### config.mk
export PLATFORM = sky130hd
export DESIGN_NAME = nap_timer_ctrl
export DESIGN_NICKNAME = d
export VERILOG_FILES = /design/src/rtl/nap_timer_pkg.sv /design/src/rtl/nap_prescaler.sv /design/src/rtl/nap_timer_ctrl.sv
export SDC_FILE = /design/constraint.sdc
export NUM_CORES = 1
export LEC_CHECK = 0
export ABC_CLOCK_PERIOD_IN_PS = 2800
export CAP_MARGIN = 40
export CORE_MARGIN = 3
export CORE_UTILIZATION = 50
export DETAILED_ROUTE_END_ITERATION = 7
export PLACE_DENSITY_LB_ADDON = 0.05
export SLEW_MARGIN = 20
export SYNTH_ARGS = -nofsm -noshare
export SYNTH_HDL_FRONTEND = slang
export SYNTH_SLANG_ARGS = --single-unit
### constraint.sdc
create_clock -name clock -period 2.8 [get_ports clock]
set_input_delay 0.56 -clock clock [delete_from_list [all_inputs] [get_ports clock]]
set_output_delay 0.56 -clock clock [all_outputs]
set_load 0.005 [all_outputs]
### src/rtl/nap_timer_pkg.sv
// Shared types and helpers for the nap timer: FSM state encoding, BCD field layout and
// a validity check for hh:mm:ss BCD values.
package nap_timer_pkg;

  localparam int unsigned BCD_W   = 24;
  localparam int unsigned DIG_W   = 4;
  localparam int unsigned NUM_DIG = BCD_W / DIG_W;

  localparam int unsigned H10_LSB = 20;
  localparam int unsigned H1_LSB  = 16;
  localparam int unsigned M10_LSB = 12;
  localparam int unsigned M1_LSB  = 8;
  localparam int unsigned S10_LSB = 4;
  localparam int unsigned S1_LSB  = 0;

  typedef enum logic [2:0] {
    StIdle,
    StRun,
    StStep,
    StPause,
    StAlarm
  } nap_state_e;

  // Every digit must be decimal; tens of minutes and tens of seconds stop at 5.
  function automatic logic bcd_valid(input logic [BCD_W-1:0] v);
    logic ok;
    ok = 1'b1;
    for (int i = 0; i < NUM_DIG; i++) begin
      if (v[i*DIG_W +: DIG_W] > 4'd9) ok = 1'b0;
    end
    if (v[M10_LSB +: DIG_W] > 4'd5) ok = 1'b0;
    if (v[S10_LSB +: DIG_W] > 4'd5) ok = 1'b0;
    return ok;
  endfunction

endpackage

### src/rtl/nap_prescaler.sv
// Free-running 0..TICKS-1 counter with freeze (en low) and synchronous clear.
// tick is high in the cycle the counter wraps while enabled.
module nap_prescaler #(
  parameter int unsigned TICKS = 4
) (
  input  logic clock,
  input  logic reset,
  input  logic en,
  input  logic clr,
  output logic tick
);

  localparam int unsigned CNT_W = (TICKS > 1) ? $clog2(TICKS) : 1;
  localparam logic [CNT_W-1:0] LAST = CNT_W'(TICKS - 1);

  logic [CNT_W-1:0] cnt_q, cnt_d;

  always_comb begin
    cnt_d = cnt_q;
    if (clr) begin
      cnt_d = '0;
    end else if (en) begin
      cnt_d = (cnt_q == LAST) ? '0 : cnt_q + CNT_W'(1);
    end
  end

  assign tick = en && !clr && (cnt_q == LAST);

  always_ff @(posedge clock) begin
    if (reset) begin
      cnt_q <= '0;
    end else begin
      cnt_q <= cnt_d;
    end
  end

endmodule

### src/rtl/nap_timer_ctrl.sv
// Countdown sequencer: owns time/preset registers, paces one decrement handshake per second
// and drives a timed alarm at zero. Optional snooze path under NAP_TIMER_SNOOZE_EN.
module nap_timer_ctrl
  import nap_timer_pkg::*;
#(
`ifdef NAP_TIMER_SNOOZE_EN
  parameter logic [23:0] SNOOZE_BCD = 24'h000500,
`endif
  parameter int unsigned TICKS_PER_SEC = 50_000_000,
  parameter int unsigned ALARM_SECS    = 10
) (
  input  logic        clock,
  input  logic        reset,
  input  logic        btn_start,
  input  logic        btn_pause,
  input  logic        btn_clear,
`ifdef NAP_TIMER_SNOOZE_EN
  input  logic        btn_snooze,
`endif
  input  logic        load_en,
  input  logic [23:0] load_bcd,
  output logic        load_err,
  output logic        dec_req,
  output logic [23:0] dec_cur,
  input  logic        dec_ack,
  input  logic [23:0] dec_next,
  input  logic        dec_zero,
  output logic [23:0] time_bcd,
  output logic        running,
  output logic        alarm,
  output logic        done
);

  localparam int unsigned SEC_W = (ALARM_SECS > 1) ? $clog2(ALARM_SECS) : 1;
  localparam logic [SEC_W-1:0] ALARM_LAST = SEC_W'(ALARM_SECS - 1);

  nap_state_e state_q, state_d;
  logic [BCD_W-1:0] time_q, time_d;
  logic [BCD_W-1:0] preset_q, preset_d;
  logic [SEC_W-1:0] secs_q, secs_d;
  logic pend_q, pend_d;
  logic load_err_q, load_err_d;
  logic dec_req_q, dec_req_d;
  logic running_q, running_d;
  logic alarm_q, alarm_d;
  logic done_q, done_d;

  logic pre_en, pre_clr, pre_tick;

  // Prescaler control depends only on state and buttons, never on its own tick.
  assign pre_en = ((state_q == StRun) && !btn_pause) || ((state_q == StAlarm) && !btn_start);

  always_comb begin
    pre_clr = btn_clear || (state_q == StIdle) || ((state_q == StStep) && dec_ack);
`ifdef NAP_TIMER_SNOOZE_EN
    if ((state_q == StAlarm) && btn_snooze && !btn_start) pre_clr = 1'b1;
`endif
  end

  nap_prescaler #(
    .TICKS(TICKS_PER_SEC)
  ) u_prescaler (
    .clock(clock),
    .reset(reset),
    .en   (pre_en),
    .clr  (pre_clr),
    .tick (pre_tick)
  );

  always_comb begin
    state_d    = state_q;
    time_d     = time_q;
    preset_d   = preset_q;
    secs_d     = secs_q;
    pend_d     = pend_q;
    load_err_d = 1'b0;

    if (btn_clear) begin
      state_d = StIdle;
      time_d  = preset_q;
      secs_d  = '0;
      pend_d  = 1'b0;
    end else begin
      unique case (state_q)
        StIdle: begin
          secs_d = '0;
          if (btn_start) begin
            if (time_q != '0) state_d = StRun;
          end else if (load_en) begin
            if (bcd_valid(load_bcd)) begin
              preset_d = load_bcd;
              time_d   = load_bcd;
            end else begin
              load_err_d = 1'b1;
            end
          end
        end
        StRun: begin
          if (btn_pause) begin
            state_d = StPause;
          end else if (pre_tick) begin
            state_d = StStep;
          end
        end
        StStep: begin
          // The handshake always completes; a pause here only takes effect afterwards.
          if (btn_pause) pend_d = 1'b1;
          if (dec_ack) begin
            time_d = dec_next;
            pend_d = 1'b0;
            secs_d = '0;
            if ((dec_next == '0) || dec_zero) begin
              state_d = StAlarm;
            end else if (pend_q || btn_pause) begin
              state_d = StPause;
            end else begin
              state_d = StRun;
            end
          end
        end
        StPause: begin
          if (btn_start) state_d = StRun;
        end
        StAlarm: begin
          if (btn_start) begin
            state_d = StIdle;
`ifdef NAP_TIMER_SNOOZE_EN
          end else if (btn_snooze) begin
            time_d  = SNOOZE_BCD;
            state_d = StRun;
`endif
          end else if (pre_tick) begin
            if (secs_q == ALARM_LAST) begin
              state_d = StIdle;
            end else begin
              secs_d = secs_q + SEC_W'(1);
            end
          end
        end
        default: state_d = StIdle;
      endcase
    end

    dec_req_d = (state_d == StStep);
    running_d = (state_d == StRun) || (state_d == StStep);
    alarm_d   = (state_d == StAlarm);
    done_d    = (state_d == StAlarm) && (state_q != StAlarm);
  end

  always_ff @(posedge clock) begin
    if (reset) begin
      state_q    <= StIdle;
      time_q     <= '0;
      preset_q   <= '0;
      secs_q     <= '0;
      pend_q     <= 1'b0;
      load_err_q <= 1'b0;
      dec_req_q  <= 1'b0;
      running_q  <= 1'b0;
      alarm_q    <= 1'b0;
      done_q     <= 1'b0;
    end else begin
      state_q    <= state_d;
      time_q     <= time_d;
      preset_q   <= preset_d;
      secs_q     <= secs_d;
      pend_q     <= pend_d;
      load_err_q <= load_err_d;
      dec_req_q  <= dec_req_d;
      running_q  <= running_d;
      alarm_q    <= alarm_d;
      done_q     <= done_d;
    end
  end

  assign load_err = load_err_q;
  assign dec_req  = dec_req_q;
  assign dec_cur  = time_q;
  assign time_bcd = time_q;
  assign running  = running_q;
  assign alarm    = alarm_q;
  assign done     = done_q;

endmodule

Word level (Yosys, flattened, before mapping):

Index checks and enable logic that the tools add are counted.

* add/subtract/negate cells: 2
* order comparisons: 8
* equality and inequality tests: 18
* muxes and demuxes: 40
* bitwise logic cells: 4
* reduce and logical (&&, ||, !) cells: 28

Operator list (count)
* $mux 24: 5
* $pmux 24 s2: 1
* $mux 3: 11
* $add 26x1->26 const B: 1
* $eq 26x26->1 const B: 1
* $mux 26: 1
* $gt 4x4->1 const B: 6
* $logic_not 24->1: 1
* $reduce_bool 24->1: 1
* $mux 4: 4
* $mux 1: 15
* $pmux 3 s5: 1
* $reduce_and 5->1: 3
* $ne 3x3->1 const B: 4
* $pmux 4 s3: 1
* $eq 3x2->1 const B: 3
* $gt 4x3->1 const B: 2
* $ne 2x2->1 const B: 4
* $eq 3x1->1 const B: 2
* $eq 3x3->1 const B: 2
* $logic_and 1x1->1: 6
* $logic_or 1x1->1: 6
* $reduce_bool 3->1: 2
* $reduce_or 5->1: 1
* other kinds (10): 16

* bits in registers: 87
* input port bits: 56
* output and inout port bits: 53

Longest topological paths before layout:

* word-level depth: 18
* mapped depth: 8
* mapped depth without buffers: 8

By module:

A second synthesis with hierarchy kept.

* cells, all modules: 526
* area total of the unflattened synthesis: 4708.3 um^2

Modules (own cells, without submodules)
* nap_timer_ctrl: instances 1, cells an instance 380, area an instance 3432.0 um^2, seq. area each 1221.2 um^2
* nap_prescaler: instances 1, cells an instance 146, area an instance 1276.2 um^2, seq. area each 520.5 um^2

Worst setup path after synthesis:

No wires, ideal clock.

* kind: input -> register
* start point: input btn_pause
* end point: register running_q (netlist: running)
* library setup time: 0.115 ns
* data arrival time: 2.050 ns
* path slack: 0.636 ns
* stages: 6
* buffers on the path: 0
* path through: nor3b_4 o2111ai_2 or4_1 a211o_1 xnor2_1 and2_1

* word-level cells in the longest chain between the ends: 11

Ends and longest elaborated chain
* start: declaration: line nap_timer_ctrl.sv:15 `input logic btn_pause,`
* $logic_not 1->1: line nap_timer_ctrl.sv:51 `assign pre_en = ((state_q == StRun) && !btn_pause) || ((state_q == StAlarm) && !btn_start);`
* $logic_and 1x1->1: line nap_timer_ctrl.sv:51
* $logic_or 1x1->1: line nap_timer_ctrl.sv:51
* $logic_and 1x1->1 (2 in a row): line nap_prescaler.sv:27 `assign tick = en && !clr && (cnt_q == LAST);`
* $mux 3 (on tied branches): line nap_timer_ctrl.sv:132, nap_timer_ctrl.sv:101
* $mux 3 (on tied branches): line nap_timer_ctrl.sv:125, nap_timer_ctrl.sv:99
* $pmux 3 s5 *: line nap_timer_ctrl.sv:84 `unique case (state_q)`
* $mux 3 *: line nap_timer_ctrl.sv:78 `if (btn_clear) begin`
* $eq 3x1->1 / $eq 3x2->1 (equally long branches): line nap_timer_ctrl.sv:145 `running_d = (state_d == StRun) || (state_d == StStep);`
* $logic_or 1x1->1 *: line nap_timer_ctrl.sv:145
* end signal: assignment: line nap_timer_ctrl.sv:170 `running_q <= running_d;`
* end: declaration: line nap_timer_ctrl.sv:44 `logic running_q, running_d;`

Every way passes the cells marked *; elsewhere a longest branch is shown, timed or not.
A chain may end at the register's enable or synchronous reset.

Worst setup path after layout:

* start point: input load_bcd[9]
* end point: register time_q[4] (netlist: dec_cur[4])

* word-level cells in the longest chain between the ends: 13

Ends and longest elaborated chain
* start: declaration: line nap_timer_ctrl.sv:21 `input logic [23:0] load_bcd,`
* $gt 4x4->1: line nap_timer_pkg.sv:29 `if (v[i*DIG_W +: DIG_W] > 4'd9) ok = 1'b0;`
* $mux 1 (4 in a row): line nap_timer_pkg.sv:29
* $mux 1: line nap_timer_pkg.sv:31 `if (v[M10_LSB +: DIG_W] > 4'd5) ok = 1'b0;`
* $mux 1: line nap_timer_pkg.sv:32 `if (v[S10_LSB +: DIG_W] > 4'd5) ok = 1'b0;`
* $mux 1: line nap_timer_ctrl.sv:89 `end else if (load_en) begin`
* $mux 1: line nap_timer_ctrl.sv:87 `if (btn_start) begin`
* $mux 1: line nap_timer_ctrl.sv:84
* $mux 1: line nap_timer_ctrl.sv:78
* $ne 3x2->1 (no source line)
* $reduce_and 5->1 (no source line)
* end signal: assignment: line nap_timer_ctrl.sv:164 `time_q <= time_d;`
* end: declaration: line nap_timer_ctrl.sv:38 `logic [BCD_W-1:0] time_q, time_d;`

Every way passes these cells. The select of a mux whose other input is x is not followed.

==> summary.txt <==
Status
  • Status: finished clean

CTS
  • Clock transition at the registers of the reported paths: 0.09 ns
  • Hold_buf cts: 0
  • Max clock buf depth: 2
  • H-tree depth: 3
  • CTS tree: built
  • Post-CTS sizing: 0
  • Root buffer cell: clkbuf_8
  • Clock Latency Late Sink: 0.36 ns
  • Number of buffers created by CTS: 9
  • Setup Buffers After CTS: 0
  • CTS Sinks: 87

Detailed routing
  • # DRC: 0
  • Routed vias/inst: 5.60
  • Drt first pass iters: 5
  • Post-Route WL: 11,400 um
  • Final ANT Viol Nets: 0
  • Drt first-iter violations: 233
  • Wirelength per Cell: 16.1 um
  • Via count: 3,984

Finish
  • Finished Cell Area: 5630 um2
  • Most frequent cells in the layout: 106 x clkdlybuf4s50_1, 86 x dfxtp_1, 66 x nor2_1, 50 x nand2_1, 48 x mux2i_1
  • Fin nets: 660
  • Fin cells: 711
  • Syn-to-layout area delta: 28.4%
  • # diodes: 0
  • Commonest non-fill, non-tap cell in the layout: clkdlybuf4s50_1
  • Share of cells above drive strength 1: 7.59%

Floorplan
  • Placeable Area: 8380 um2
  • FP Rows: 33
  • Chip height: 99.7 um
  • Die ar.: 9940 um2
  • Die width: 99.7 um
  • Starting Density: 52.4%
  • I/O pin total: 109

Worst setup path
  • CP cell instances: clkdlybuf4s50_1, o21ai_0, nand4_1, o41ai_4, buf_4, a21oi_1, a211o_1, a21oi_1
  • Worst Path Max Fanout: 16
  • Startpoint class of the critical path: primary input
  • Crit-path max cell delay: 0.42 ns
  • Slowest cell on crit path: o41ai_4
  • Most used cell, CP: a21oi_1
  • Worst endpoint required time: 3.09 ns
  • CP arrival: 2.72 ns
  • WP buf/inv: 2
  • Critical path type: primary input to register
  • Critical path endpoint category: register
  • Top delay family on crit path: compound AO/OA/AOI/OAI gates

STA
  • Worst hold slack: 0.453 ns
  • Clock Skew: 0.0102 ns
  • Fin. Hold Viols: 0
  • RSZ-0062 raised after global routing: no
  • Final Critical Period: 2.43 ns
  • Max Fclk: 412 MHz
  • Final setup viols: 0
  • Slew Viols, Final: 0
  • Least-Margin Pin Slew: 0.519 ns
  • Relative slew slack: 65.4%
  • Ratio of final minimum period to clock period: 86.8%

Yosys
  • Synth warn: 0
  • Synth Register Bits: 87
  • Post-synthesis sequential area ratio: 39.7%
  • Avg Cell Area, Syn: 8.50 um2
  • Post-synth EDFFs: 0
  • Synthesized instance count: 516
  • Synthesized area: 4390 um2
  • Yosys cell types: 44
  • Synth Net Count: 575
  • Most frequently used flop master after synthesis: dfxtp_1
  • Asr flop ratio synth: 0%

Run
  • Max-cap violation count: 0

Place
  • Placed insts: 695
  • Post-DP HPWL: 8380 um
  • Routability congestion estimate from global placement: 0.868
  • PortBufs: 108
  • Post-DP Area: 5450 um2

Global route
  • Total track usage: 23.7%
  • Gr ovfl total: 0
  • Pin count of the biggest net entering global routing: 51
  • Number of global-route vias before repair: 3,948
  • Initial antenna violation count: 0
  • First-pass GRT wire length: 19,000 um

Power and ir drop
  • Power Density: 399 nW/um2
  • Peak VDD IR: 0.252 mV
  • Pleak: 1.83 nW

Hold path
  • Worst Hold Class: register to register
## metal layers
metal,up-vias,global-route usage [%],routed length [um]
li1,1966,-,-
met1,1882,30.6,4990
met2,119,39.4,5710
met3,17,5.26,566
met4,0,7.14,174
met5,-,0,0
## tightest hold or removal path: cells and delay by family, from the launching register on
family	cells	cell delay [ns]
AND/OR/NAND/NOR	1	0.05
AO/OA/AOI/OAI	1	0.05
flip-flops	1	0.32
## layout make-up
type | count | area (um2)
Clock buffer | 10 | 138
Clock inverter | 6 | 42.5
Fill cell | 740 | 2750
Inverter | 3 | 11.3
Multi-Input combinational cell | 371 | 2330
Sequential cell | 87 | 1740
Tap cell | 105 | 131
Timing Repair Buffer | 129 | 1240
## state kept, by name, indices dropped and copies added (netlist names)
register,flops
u_prescaler.cnt_q,26
preset_q,24
dec_req,1
done,1
dec_cur,24
load_err,1
state_q,3
secs_q,4
running,1
alarm,1
pend_q,1
## cells in the mapped netlist, types with 3 or more instances
| cell type | number | area [um2] |
|---|---|---|
| nor4_1 | 12 | 75.1 |
| buf_2 | 9 | 45.0 |
| clkbuf_1 | 20 | 75.1 |
| o21ai_0 | 26 | 130 |
| and4_1 | 6 | 52.6 |
| and2_1 | 4 | 25.0 |
| xnor2_1 | 9 | 78.8 |
| dfxtp_1 | 87 | 1740 |
| xor2_1 | 16 | 140 |
| inv_1 | 3 | 11.3 |
| nand2_1 | 50 | 188 |
| nor3_1 | 6 | 30.0 |
| a211o_1 | 7 | 61.3 |
| ha_1 | 3 | 37.5 |
| nand3_1 | 8 | 40.0 |
| or3_1 | 4 | 25.0 |
| nand4b_1 | 3 | 26.3 |
| a21oi_1 | 37 | 185 |
| nor2_1 | 66 | 248 |
| mux2i_1 | 48 | 480 |
| and3_1 | 10 | 62.6 |
| a31oi_1 | 18 | 113 |
| nor3b_1 | 6 | 45.0 |
| or4_1 | 3 | 22.5 |
| buf_4 | 25 | 188 |
| nand4_1 | 5 | 31.3 |
| a211oi_1 | 4 | 30.0 |
## power breakdown
group | leakage [nW] | total, mW | switching [mW] | internal (mW)
clock | 0.0891 | 0.816 | 0.466 | 0.350
combinational | 1.03 | 0.190 | 0.0859 | 0.104
sequential | 0.701 | 1.24 | 0.00304 | 1.24
total | 1.83 | 2.25 | 0.555 | 1.69
## logic make-up after synthesis
logic type | after synthesis | synth area share (%)
flip-flops | 87 | 39.7
AND/OR/NAND/NOR | 194 | 22.2
XOR/XNOR | 25 | 4.99
adder cells (fa/ha/maj) | 3 | 0.856
multiplexers | 48 | 10.9
buffers and inverters | 58 | 7.53
AO/OA/AOI/OAI | 101 | 13.8
## metrics by stage
stage / setup slack [ns] / power (mW) / TNS [ns] / util (%)
floorplan: 0.636 / 1.34 / 0 / -
global placement: 0.0565 / 1.46 / 0 / 65.1
detailed placement: -0.0166 / 1.46 / -0.0166 / 65.1
CTS: 0.366 / 2.27 / 0 / 67.2
global route: 0.263 / 2.34 / 0 / 67.2
finish: 0.370 / 2.25 / 0 / 67.2
## final timing paths
kind / start / end / slack, ns / depth (start not counted)
max: load_bcd[9] / dec_cur[4] / 0.37 / 8
min: preset_q[3] / dec_cur[3] / 0.45 / 2
max reg2reg: u_prescaler.cnt_q[15] / running / 0.45 / 6
min reg2reg: preset_q[3] / dec_cur[3] / 0.45 / 2
No activity file was read; power rests on OpenSTA's default activity.
